**src/rtl/vram_arbiter.sv**
```systemverilog
// vram_arbiter: shares one synchronous single-port 8K x 8 video RAM between
// the VGA fetch path (hard priority) and the CPU bus (req/ack, free slots).
// Grant at edge k, RAM samples at k+1, read data captured at k+2.
// Optional build macro: VRAM_ARB_STATS_EN enables the 16-bit conflict counter.
module vram_arbiter #(
  parameter int AW           = 13,
  parameter int DW           = 8,
  parameter int CPU_MAX_WAIT = 15
) (
  input  logic          clk,
  input  logic          reset,
  input  logic          vid_req,
  input  logic [AW-1:0] vid_addr,
  output logic          vid_valid,
  output logic [DW-1:0] vid_data,
  input  logic          cpu_req,
  input  logic          cpu_we,
  input  logic [AW-1:0] cpu_addr,
  input  logic [DW-1:0] cpu_wdata,
  output logic          cpu_ack,
  output logic [DW-1:0] cpu_rdata,
  output logic          cpu_starve,
  output logic [AW-1:0] mem_addr,
  output logic          mem_we,
  output logic [DW-1:0] mem_wdata,
  input  logic [DW-1:0] mem_rdata,
  output logic [15:0]   stat_conflicts
);

  typedef enum logic [1:0] {CPU_IDLE, CPU_WAIT, CPU_BUSY, CPU_ACK} cpu_state_t;
  typedef enum logic [1:0] {OWN_NONE, OWN_VID, OWN_CPU_RD, OWN_CPU_WR} owner_t;

  // Wait counter is 5 bits and saturates at 31.
  localparam int             WCW       = 5;
  localparam logic [WCW-1:0] WAIT_MAX  = '1;
  localparam logic [WCW-1:0] STARVE_AT = WCW'(CPU_MAX_WAIT);

  cpu_state_t     state_q, state_d;
  logic [WCW-1:0] wait_q, wait_d;
  logic           starve_q, starve_d;
  logic           cpu_grant;

  owner_t         own1_q, own1_d;
  owner_t         own2_q, own2_d;

  logic [AW-1:0]  mem_addr_q, mem_addr_d;
  logic           mem_we_q, mem_we_d;
  logic [DW-1:0]  mem_wdata_q, mem_wdata_d;
  logic           vid_valid_q, vid_valid_d;
  logic [DW-1:0]  vid_data_q, vid_data_d;
  logic [DW-1:0]  cpu_rdata_q, cpu_rdata_d;

  // CPU FSM next state, grant decision, wait counter and sticky starvation flag.
  always_comb begin
    state_d   = state_q;
    wait_d    = wait_q;
    cpu_grant = 1'b0;
    case (state_q)
      CPU_IDLE: begin
        if (cpu_req) begin
          if (vid_req) begin
            state_d = CPU_WAIT;
            wait_d  = WCW'(1);
          end else begin
            state_d   = CPU_BUSY;
            cpu_grant = 1'b1;
          end
        end
      end
      CPU_WAIT: begin
        if (!cpu_req) begin
          // Requester gave up: abandon the access, no ack.
          state_d = CPU_IDLE;
          wait_d  = '0;
        end else if (!vid_req) begin
          state_d   = CPU_BUSY;
          cpu_grant = 1'b1;
          wait_d    = '0;
        end else if (wait_q != WAIT_MAX) begin
          wait_d = wait_q + 1'b1;
        end
      end
      CPU_BUSY: begin
        // The CPU access reaches the capture stage exactly two edges after grant.
        if ((own2_q == OWN_CPU_RD) || (own2_q == OWN_CPU_WR)) begin
          state_d = CPU_ACK;
        end
      end
      CPU_ACK: begin
        // cpu_req is deliberately ignored here, giving a 4-cycle minimum period.
        state_d = CPU_IDLE;
      end
      default: state_d = CPU_IDLE;
    endcase
    starve_d = starve_q | (wait_d >= STARVE_AT);
  end

  // RAM port drive and owner/capture pipeline; video always wins the slot.
  always_comb begin
    mem_addr_d  = mem_addr_q;
    mem_we_d    = 1'b0;
    mem_wdata_d = mem_wdata_q;
    own1_d      = OWN_NONE;
    if (vid_req) begin
      mem_addr_d = vid_addr;
      own1_d     = OWN_VID;
    end else if (cpu_grant) begin
      mem_addr_d = cpu_addr;
      mem_we_d   = cpu_we;
      own1_d     = cpu_we ? OWN_CPU_WR : OWN_CPU_RD;
      if (cpu_we) begin
        mem_wdata_d = cpu_wdata;
      end
    end
    own2_d      = own1_q;
    vid_valid_d = (own2_q == OWN_VID);
    vid_data_d  = (own2_q == OWN_VID) ? mem_rdata : vid_data_q;
    cpu_rdata_d = (own2_q == OWN_CPU_RD) ? mem_rdata : cpu_rdata_q;
  end

  // State and datapath registers; reset discards any in-flight access.
  always_ff @(posedge clk or posedge reset) begin
    if (reset) begin
      state_q     <= CPU_IDLE;
      wait_q      <= '0;
      starve_q    <= 1'b0;
      own1_q      <= OWN_NONE;
      own2_q      <= OWN_NONE;
      mem_addr_q  <= '0;
      mem_we_q    <= 1'b0;
      mem_wdata_q <= '0;
      vid_valid_q <= 1'b0;
      vid_data_q  <= '0;
      cpu_rdata_q <= '0;
    end else begin
      state_q     <= state_d;
      wait_q      <= wait_d;
      starve_q    <= starve_d;
      own1_q      <= own1_d;
      own2_q      <= own2_d;
      mem_addr_q  <= mem_addr_d;
      mem_we_q    <= mem_we_d;
      mem_wdata_q <= mem_wdata_d;
      vid_valid_q <= vid_valid_d;
      vid_data_q  <= vid_data_d;
      cpu_rdata_q <= cpu_rdata_d;
    end
  end

  assign mem_addr   = mem_addr_q;
  assign mem_we     = mem_we_q;
  assign mem_wdata  = mem_wdata_q;
  assign vid_valid  = vid_valid_q;
  assign vid_data   = vid_data_q;
  assign cpu_rdata  = cpu_rdata_q;
  assign cpu_ack    = (state_q == CPU_ACK);
  assign cpu_starve = starve_q;

`ifdef VRAM_ARB_STATS_EN
  logic        conflict;
  logic [15:0] stat_q, stat_d;

  // A conflict is a video request while the CPU sits in, or is entering, WAIT.
  always_comb begin
    conflict = vid_req && ((state_q == CPU_WAIT) || ((state_q == CPU_IDLE) && cpu_req));
    stat_d   = stat_q;
    if (conflict && (stat_q != 16'hFFFF)) begin
      stat_d = stat_q + 16'd1;
    end
  end

  // Saturating conflict counter register.
  always_ff @(posedge clk or posedge reset) begin
    if (reset) begin
      stat_q <= '0;
    end else begin
      stat_q <= stat_d;
    end
  end

  assign stat_conflicts = stat_q;
`else
  assign stat_conflicts = '0;
`endif

endmodule

```
**config.mk**
```make
export PLATFORM = sky130hd
export DESIGN_NAME = vram_arbiter
export DESIGN_NICKNAME = d
export VERILOG_FILES = /design/src/rtl/vram_arbiter.sv
export SDC_FILE = /design/constraint.sdc
export NUM_CORES = 1
export LEC_CHECK = 0
export CELL_PAD_IN_SITES_DETAIL_PLACEMENT = 1
export CELL_PAD_IN_SITES_GLOBAL_PLACEMENT = 1
export CORE_MARGIN = 2
export CORE_UTILIZATION = 31
export DETAILED_ROUTE_END_ITERATION = 6
export GPL_TIMING_DRIVEN = 0
export PLACE_DENSITY = 0.82
export SKIP_CTS_REPAIR_TIMING = 1
export SLEW_MARGIN = 20
export SYNTH_ARGS = -nofsm -noshare
export SYNTH_HDL_FRONTEND = slang
export SYNTH_SLANG_ARGS = --single-unit
```
**constraint.sdc**
```tcl
create_clock -name clk -period 2.2 [get_ports clk]
set_clock_uncertainty 0.15 [all_clocks]
set_input_delay 0.66 -clock clk [delete_from_list [all_inputs] [get_ports clk]]
set_output_delay 0.66 -clock clk [all_outputs]
set_load 0.1 [all_outputs]
```
==> key figures, run 1 <==
Critical path
  • Crit. Startpoint: state_q[1]
  • Reg-to-Reg End: cpu_starve
  • CP Launch Type: flop
  • R2R Setup Slk: 100 ps
  • Buf+Inv Stages, Crit Path: 2
  • Critical Path AT: 1310 ps
  • Delay of the slowest critical-path stage: 450 ps
  • R2r startpoint: wait_q[0]
  • Worst-path fanout max: 7
  • CP Cell Sequence: inv_1, nor2_2, buf_4
  • Worst setup EP type: output port
  • Setup CP Type: reg -> out
  • Critical Path End: cpu_ack
  • R2R cell count: 6
  • Worst endpoint required time: 1390 ps
  • Slowest CP cell: dfrtp_2
  • Crit path depth: 3
  • CP top delay family: flip-flops

Clocking
  • Clk slew on worst S/H paths: 90 ps
  • Root Buffer: clkbuf_8
  • CTS buffer count: 5
  • CTS sink cnt: 51
  • Clk_lat worst skew: 290 ps
  • TritonCTS clock tree: yes
  • H-tree levels: 2
  • Max clock buf depth: 2

Global routing
  • Largest net degree at the start of global routing: 32
  • First-pass GRT wire length: 8020 um
  • Antenna violations before repair: 0
  • Gr ovfl total: 0
  • GRT Overall Usage: 13.0%
  • Vias in the first global route: 1702

Power
  • Sw frac: 57.2%
  • Peak VDD IR: 650 uV
  • Lkg Pwr: 0.00155 uW
  • Pwr dens: 1480 mW/mm^2
  • Pint: 2040 uW
  • Net Sw Power: 2730 uW
  • Sequential Power Share: 28.9%
  • Combinational share of power: 58.0%
  • Clock network fraction of design power: 13.1%

Drt
  • WL per Instance: 12.9 um
  • Routed wire length: 5060 um
  • Number of remaining DRC errors: 0
  • Vias: 1684
  • Drt first pass iters: 4
  • Via-to-Cell Ratio: 4.30
  • Antenna Nets Post-Route: 0
  • DRT iter0 DRCs: 10

Final layout
  • Area grow syn2layout: 43.7%
  • Nets@finish: 341
  • Antenna diode count: 0
  • FILL cells: 821
  • Non-Filler Instances: 392
  • Share of cells above drive strength 1: 35.2%

Place
  • Placed Cells: 384
  • Post-DP HPWL: 3960 um
  • GPL Wtd Cong: 0.753
  • PortBufs: 86

Synth
  • Register bit total from synthesis: 51
  • YS warnings: 0
  • Synth top area share: 56.8%
  • Mapped Cells: 183
  • Synth top area cells: dfrtp_1, mux2_2, buf_4
  • Sequential share of the synthesized area: 56.8%
  • Post-synth EDFFs: 0
  • Yosys top cell by area: dfrtp_1
  • Ys async rst share: 100%
  • Cell Area, Synth: 0.00225 mm^2
  • Syn avg cell area: 12.3 um^2
  • Most used DFF post-synth: dfrtp_1
  • Cell variety after synth: 32

STA
  • Ratio of final minimum period to clock period: 96.3%
  • Setup violations, final: 0
  • FMAX: 472 MHz
  • Hold_ws: 203 ps
  • Final-report max-slew violation count: 0
  • Slew margin rel.: 62.6%
  • Final Hold Violating Endpoints: 0
  • Tmin final: 2120 ps
  • Worst-margin pin slew: 563 ps

Floorplan
  • Core box area: 0.00714 mm^2
  • Initial Util: 31.5%
  • Die W: 89.1 um
  • Die area: 0.00794 mm^2
  • Std cell rows: 31
  • Number of I/O pins: 104
  • Die Y-Extent: 89.1 um

Job
  • Total of max-cap violations: 0

Run status
  • Outcome: finished clean

Worst hold path
  • Worst Hold Class: reg -> reg
## cells in the mapped netlist (2+ instances only)
cell / instances
a21oi_1: 3
and2_1: 2
buf_2: 2
buf_4: 18
clkbuf_1: 3
dfrtp_1: 51
inv_1: 8
mux2_2: 24
mux2i_1: 13
nand2_1: 14
nand3_1: 2
nor2_1: 6
nor2b_1: 2
o21ai_0: 16
o22ai_1: 2
## final cells by class
type                            instances  area (um^2)  area share [%]
Timing Repair Buffer                   88          688            21.3
Clock inverter                          1         30.0           0.931
Sequential cell                        51         1280            39.6
Multi-Input combinational cell        116          848            26.3
Clock buffer                            6         72.6            2.25
Tap cell                               99          124            3.84
Buffer                                 23          156            4.85
Inverter                                8         30.0           0.931
## state kept, by name, summed over array words and instances (netlist names)
| register | cells |
|---|---|
| state_q | 2 |
| vid_data | 8 |
| mem_wdata | 8 |
| mem_we | 1 |
| wait_q | 5 |
| cpu_starve | 1 |
| mem_addr | 13 |
| vid_valid | 1 |
| own1_q | 2 |
| cpu_rdata | 8 |
| own2_q | 2 |
## cell families after synthesis
logic type               count (synthesis)  share of synthesized area [%]
flip-flops                              51                           56.8
buffers and inverters                   31                           8.30
multiplexers                            37                           17.8
AO/OA/AOI/OAI                           31                           8.97
other                                    1                          0.167
AND/OR/NAND/NOR                         31                           7.35
adder cells (fa/ha/maj)                  1                          0.557
## metrics by stage
step / power [uW] / utilization, % / setup TNS [ps] / area (um^2) / setup slack, ps
global placement: 4380 / 46.1 / -48340 / 3290 / -811
finish: 4780 / 45.2 / 0 / 3230 / 81.6
global route: 4980 / 45.2 / -14.3 / 3230 / -14.3
CTS: 5060 / 47.8 / -17410 / 3410 / -851
detailed placement: 4430 / 46.4 / -8220 / 3310 / -512
floorplan: 3700 / - / 0 / 2300 / 26.6
## metal layers
layer | wire length (um) | vias to the layer above | GRT usage [%]
li1 | - | 810 | -
met1 | 2080 | 801 | 15.4
met2 | 2530 | 64 | 22.2
met3 | 373 | 9 | 3.97
met4 | 76 | 0 | 4.61
met5 | 0 | - | 0
## power by group through the flow
stage                     logic (uW)  registers [uW]  clock network (uW)
after floorplan                  571            3130                   0
after global placement          2990            1390                   0
after detailed placement        3030            1400                   0
after CTS                       3030            1380                 649
after global routing            2870            1420                 682
final                           2770            1380                 624
## worst min-delay path by stage
stage	startpoint	to	slack, ps	depth (start not counted)
5_1_grt	own1_q[1]	own2_q[1]	220	0
3_3_place_gp	own1_q[0]	own2_q[0]	180	0
6_report	own1_q[1]	own2_q[1]	200	0
4_1_cts	own1_q[1]	own2_q[1]	210	0
3_5_place_dp	own1_q[1]	own2_q[1]	190	0
2_1_floorplan	own1_q[0]	own2_q[0]	180	0
## layout by cell type (no fill, tap or decap), types with 3 or more instances in the layout
master,count
nor2_1,5
inv_1,7
nand2_1,14
a21oi_1,3
o21ai_0,16
clkdlybuf4s50_1,44
conb_1,16
clkbuf_2,40
clkbuf_1,4
mux2i_1,13
clkbuf_8,5
dfrtp_1,50
mux2_2,24
buf_4,20
No activity file was read; power rests on OpenSTA's default activity.
==> inputs of run 2 (changes only) <==
--- a/config.mk
+++ b/config.mk
@@ -8,10 +8,10 @@
 export CELL_PAD_IN_SITES_DETAIL_PLACEMENT = 1
 export CELL_PAD_IN_SITES_GLOBAL_PLACEMENT = 1
 export CORE_MARGIN = 2
-export CORE_UTILIZATION = 31
+export CORE_UTILIZATION = 28
 export DETAILED_ROUTE_END_ITERATION = 6
 export GPL_TIMING_DRIVEN = 0
-export PLACE_DENSITY = 0.82
+export PLACE_DENSITY = 0.78
 export SKIP_CTS_REPAIR_TIMING = 1
 export SLEW_MARGIN = 20
 export SYNTH_ARGS = -nofsm -noshare
==> constraint.sdc (replaced) <==
create_clock -name clk -period 1.8 [get_ports clk]
set_clock_uncertainty 0.15 [all_clocks]
set_input_delay 0.54 -clock clk [delete_from_list [all_inputs] [get_ports clk]]
set_output_delay 0.54 -clock clk [all_outputs]
set_load 0.1 [all_outputs]
==> run 2 against run 1 <==
Compared with the run above:
- the flow now finishes with violations (setup timing)
- flip-flop and latch count unchanged
- count of clock-buffer cells in the layout unchanged
- register-to-register slack worse by 220 ps
==> key figures, run 2 (synthesis gave the netlist of run 1 again) <==
STA
  • Fin worst setup slack: -123 ps (-204 ps)
  • Ratio of final minimum period to clock period: 107%
  • Worst-margin pin slew: 521 ps (-42.3 ps)
  • Setup violations, final: 1 (+1)
  • RSZ-0062 raised after global routing: yes
  • Slew margin rel.: 65.3% (+2.7 points)
  • FMAX: 520 MHz
  • Final-report max-slew violation count: 0 (unchanged)
  • Final Hold Violating Endpoints: 0 (unchanged)
  • Tmin final: 1920 ps

Floorplan
  • Number of I/O pins: 104 (unchanged)
  • Die W: 93.6 um (+5.0%)
  • Die Y-Extent: 93.6 um (+5.0%)
  • Core box area: 0.00777 mm^2 (+8.8%)
  • Initial Util: 28.9% (-2.6 points)
  • Std cell rows: 32 (+3.2%)
  • Die area: 0.00875 mm^2 (+10%)

Final layout
  • Antenna diode count: 0 (unchanged)
  • Share of cells above drive strength 1: 39.5% (+4.3 points)
  • Final instance area: 0.00341 mm^2 (+5.8%)
  • Area grow syn2layout: 52.0%
  • Nets@finish: 347 (+1.8%)
  • Most common cell after layout, fill and taps aside: dfrtp_1
  • Max reg flops: 13 (unchanged)
  • Most frequent cells in the layout: dfrtp_1, clkdlybuf4s50_1, clkbuf_4
  • Fin util: 44.0% (-1.3 points)

Critical path
  • Worst endpoint required time: 1830 ps (+440 ps)
  • CP Cell Sequence: ha_4, nand4_1, buf_4, nor2_2, a31oi_1, o22ai_2, a311o_1
  • CP Launch Type: flop
  • Setup CP Type: reg -> reg
  • R2R Setup Slk: -120 ps (-220 ps)
  • Critical Path AT: 1950 ps (+640 ps)
  • Crit. Startpoint: wait_q[1]
  • Delay of the slowest critical-path stage: 430 ps (-20 ps)
  • Slowest CP cell: dfrtp_1
  • R2r startpoint: wait_q[1]
  • Worst setup EP type: flop
  • Worst-path fanout max: 5 (-2)

Global routing
  • Antenna violations before repair: 0 (unchanged)
  • First-pass GRT wire length: 8410 um (+4.8%)
  • Largest net degree at the start of global routing: 32 (unchanged)
  • Gr ovfl total: 0 (unchanged)
  • GRT Overall Usage: 12.1% (-0.84 points)
  • Vias in the first global route: 1822 (+7.1%)

Run status
  • Outcome: finished, violations left
  • Failing checks: setup timing

Worst hold path
  • Worst Hold Class: reg -> reg
  • Worst hold path startpoint: own1_q[0]

Clocking
  • Root Buffer: clkbuf_8
  • Clk slew on worst S/H paths: 90 ps (about the same)
  • Max clock buf depth: 2 (unchanged)
  • CTS buffer count: 5 (unchanged)
  • H-tree levels: 2 (unchanged)
  • CTS sink cnt: 51 (unchanged)
  • TritonCTS clock tree: yes
  • Clk_lat worst skew: 290 ps (about the same)

Drt
  • Via-to-Cell Ratio: 4.34 (+0.95%)
  • Antenna Nets Post-Route: 0 (unchanged)
  • Vias: 1739 (+3.3%)
  • Routed wire length: 5440 um (+7.6%)
  • WL per Instance: 13.6 um (+5.1%)
  • Number of remaining DRC errors: 0 (unchanged)
  • DRT iter0 DRCs: 17 (+7)
  • Drt first pass iters: 4 (unchanged)

Place
  • Placed inst area: 0.00333 mm^2 (+0.57%)
  • PortBufs: 86 (unchanged)
  • GPL Wtd Cong: 0.708 (-6.0%)
  • Post-DP HPWL: 4030 um (+1.7%)

Job
  • Total of max-cap violations: 0 (unchanged)

Power
  • Pwr dens: 1800 mW/mm^2 (+21%)
  • Lkg Pwr: 0.00160 uW (+3.0%)
  • Power Total: 6130 uW (+28%)
  • Peak VDD IR: 1110 uV (+71%)
-- run 2: cell count changes in the layout (fill, tap and decap cells not counted), moves of 2 or more --
cell,change
buf_2,+6
buf_4,+5
clkbuf_2,-39
clkbuf_4,+34
inv_1,-2
-- run 2: area by class of cell --
cell class	instances	area, um^2
fill	868	4350
multi-input combinational	116	883
sequential	51	1280
clock inverter	1	30.0
tap	102	128
inverter	8	33.8
clock buffer	6	72.6
buffer	23	158
timing repair buffer	94	831
-- run 2: power by group --
group | leakage [uW] | internal (uW) | total (uW) | switching, uW
Combinational | 0.000925 | 824 | 3690 | 2860
Sequential | 0.000621 | 1480 | 1680 | 195
Clock | 0.0000513 | 408 | 766 | 358
-- run 2: metal layers --
layer  up-vias  share of wire (%)  GRT usage, %
met5         -                  0             0
met2        56                 53          21.5
met4         0                1.0          2.90
li1        824                  -             -
met3         6                7.2          3.87
met1       853                 39          14.3
-- run 2: worst max-delay path, delay by kind of cell (launching register included) --
family          cells  cell delay [ps]
compound gates      3              650
flops               1              430
simple gates        2              210
fa+ha+maj           1              200
buf+inv             1              170
-- run 2: path summary, 6_finish.rpt --
kind / cells past startpoint / to
setup reg to reg: 7 / cpu_starve
hold / removal: 0 / own2_q[0]
hold reg to reg: 0 / own2_q[0]
min in group asynchronous: 2 / cpu_rdata[5]
setup / recovery: 7 / cpu_starve
max in group asynchronous: 3 / state_q[0]
-- run 2: stage by stage --
step                setup TNS (ps)  hold slack, ps  setup WS, ps  cells
floorplan                        0             181          8.12    198
global placement            -35680             182          -775    386
detailed placement          -27710             186          -793    387
CTS                         -33160             207         -1130    394
global route                  -243             217          -228    401
finish                        -123             208          -123    401
==> inputs of run 3 (changes only) <==
--- a/config.mk
+++ b/config.mk
@@ -10,10 +10,8 @@
 export CORE_MARGIN = 2
 export CORE_UTILIZATION = 28
 export DETAILED_ROUTE_END_ITERATION = 6
-export GPL_TIMING_DRIVEN = 0
 export PLACE_DENSITY = 0.78
 export SKIP_CTS_REPAIR_TIMING = 1
-export SLEW_MARGIN = 20
 export SYNTH_ARGS = -nofsm -noshare
 export SYNTH_HDL_FRONTEND = slang
 export SYNTH_SLANG_ARGS = --single-unit
==> constraint.sdc (replaced) <==
create_clock -name clk -period 1.8 [get_ports clk]
set_clock_uncertainty 0.15 [all_clocks]
set_input_delay 0.18 -clock clk [delete_from_list [all_inputs] [get_ports clk]]
set_output_delay 0.18 -clock clk [all_outputs]
set_load 0.1 [all_outputs]
==> run 3 against run 2 <==
Compared with the run above:
- flip-flop and latch count unchanged
- combinational power increased by 21%
- first-iteration DRC count increased by 24%
- highest routed layer unchanged
- design area increased by 14%
- total power increased by 16%
- the flow still finishes with violations (setup timing)
- global-route usage increased by 1.1 points
- critical path type unchanged
- register-to-register slack got worse by 40 ps
- via count decreased by 0.86%
- routed wire length increased by 2.2%
==> key figures, run 3 (synthesis gave the netlist of run 1 again) <==
Drt
  • Routed wire length: 5560 um (+2.2%)
  • Drt first pass iters: 4 (unchanged)
  • Antenna Nets Post-Route: 0 (unchanged)
  • WL per Instance: 14.1 um (+4.0%)
  • Vias: 1724 (-0.86%)
  • Via-to-Cell Ratio: 4.38 (+0.90%)
  • DRT iter0 DRCs: 21 (+4)
  • Number of remaining DRC errors: 0 (unchanged)

STA
  • Tmin final: 1960 ps (+36.3 ps)
  • Final-report max-slew violation count: 0 (unchanged)
  • Setup violations, final: 2 (+1)
  • Fin Setup TNS: -176 ps (-53.5 ps)
  • Final Hold Violating Endpoints: 0 (unchanged)
  • Ratio of final minimum period to clock period: 109% (+2.0 points)
  • Fin worst setup slack: -159 ps (-36.3 ps)
  • FMAX: 510 MHz (-1.9%)
  • RSZ-0062 raised after global routing: yes
  • Hold_ws: 48.9 ps (-159 ps)

Critical path
  • R2r startpoint: wait_q[1]
  • Worst setup EP type: flop
  • Worst-path fanout max: 6 (+1)
  • Worst endpoint required time: 1830 ps (about the same)
  • Setup CP Type: reg -> reg
  • R2R cell count: 7 (unchanged)
  • Reg-to-Reg End: cpu_starve
  • R2R Setup Slk: -160 ps (-40 ps)
  • Critical Path AT: 1990 ps (+40 ps)
  • CP Launch Type: flop

Global routing
  • Gr ovfl total: 0 (unchanged)
  • First-pass GRT wire length: 9050 um (+7.5%)
  • Largest net degree at the start of global routing: 27 (-16%)
  • Vias in the first global route: 1856 (+1.9%)
  • GRT Overall Usage: 13.2% (+1.1 points)
  • Antenna violations before repair: 0 (unchanged)

Floorplan
  • Core box area: 0.00777 mm^2 (unchanged)
  • Die area: 0.00875 mm^2 (unchanged)
  • Initial Util: 28.9% (unchanged)
  • Die Y-Extent: 93.6 um (unchanged)
  • Std cell rows: 32 (unchanged)
  • Number of I/O pins: 104 (unchanged)
  • Die W: 93.6 um (unchanged)

Final layout
  • Max reg flops: 13 (unchanged)
  • Non-Filler Instances: 394 (-1.7%)
  • Nets@finish: 339 (-2.3%)
  • Antenna diode count: 0 (unchanged)
  • Share of cells above drive strength 1: 37.7% (-1.8 points)
  • Multi-input logic area: 875 um^2 (-0.99%)
  • Register area: 0.00128 mm^2 (-0.20%)
  • Most common cell after layout, fill and taps aside: dfrtp_1
  • Most frequent cells in the layout: dfrtp_1, clkdlybuf4s50_1, buf_12
  • Area grow syn2layout: 74.0%
  • FILL cells: 800 (-7.8%)

Clocking
  • Max clock buf depth: 2 (unchanged)
  • CTS sink cnt: 51 (unchanged)
  • Clk slew on worst S/H paths: 90 ps (about the same)
  • TritonCTS clock tree: yes
  • Root Buffer: clkbuf_8
  • H-tree levels: 2 (unchanged)
  • CTS buffer count: 5 (unchanged)
  • Clk_lat worst skew: 290 ps (about the same)

Job
  • Total of max-cap violations: 0 (unchanged)

Run status
  • Outcome: finished, violations left
  • Failing checks: setup timing

Place
  • Post-Place Worst Slack: -190 ps (+603 ps)
  • Post-DP HPWL: 4350 um (+8.0%)
  • GPL Wtd Cong: 0.806 (+14%)
  • PortBufs: 87 (+1.2%)
  • Placed Cells: 380 (-1.8%)

Power
  • Lkg Pwr: 0.00175 uW (+9.8%)
  • Peak VDD IR: 968 uV (-13%)
  • Pwr dens: 1820 mW/mm^2 (+1.3%)

Worst hold path
  • Worst Hold Class: in -> async
-- run 3: critical path, stage by stage (launching register included) --
cell and delay, ps:
dfrtp_1 420, ha_2 210, nand4_1 230, buf_4 170, nor2_2 30, a31oi_1 170, o22ai_2 100, a311o_1 360
-- run 3: report_power, final --
part	internal (uW)	switching (uW)
Clock	414	381
Sequential	1480	360
Combinational	1620	2850
Total	3520	3600
-- run 3: cell type report --
type / count / area share, %
clock inverters: 3 / 1.12
well taps: 102 / 3.27
repair buffers: 109 / 38.1
clock buffers: 5 / 1.76
inverters: 8 / 0.768
multi-input cells: 116 / 22.4
flip-flops and latches: 51 / 32.7
-- run 3: worst max-delay path by stage --
| stage | slack [ps] | end | cells after the start | start |
|---|---|---|---|---|
| floorplan | 40 | cpu_starve | 6 | wait_q[0] |
| global placement | -140 | mem_wdata[5] | 5 | cpu_req |
| detailed placement | -190 | mem_wdata[3] | 5 | cpu_req |
| CTS | -110 | cpu_starve | 6 | wait_q[1] |
| global route | -240 | cpu_starve | 6 | wait_q[1] |
| finish | -160 | cpu_starve | 7 | wait_q[1] |
-- run 3: metrics by stage --
| step | total power, uW | cell area, um^2 | utilization, % |
|---|---|---|---|
| final | 7110 | 3910 | 50.3 |
| after global routing | 7370 | 3910 | 50.3 |
| after CTS | 7120 | 3830 | 49.4 |
| after detailed placement | 6300 | 3720 | 47.9 |
| after global placement | 6230 | 3720 | 47.9 |
| after floorplan | 4530 | 2310 | - |
-- run 3: per-layer routing --
metal / up-vias / track usage, % / wire length [um] / part of all wire (%)
li1: 814 / - / - / -
met1: 849 / 14.2 / 1950 / 35
met2: 54 / 25.2 / 3170 / 57
met3: 7 / 4.03 / 375 / 6.7
met4: 0 / 2.90 / 61 / 1.1
met5: - / 0 / 0 / 0
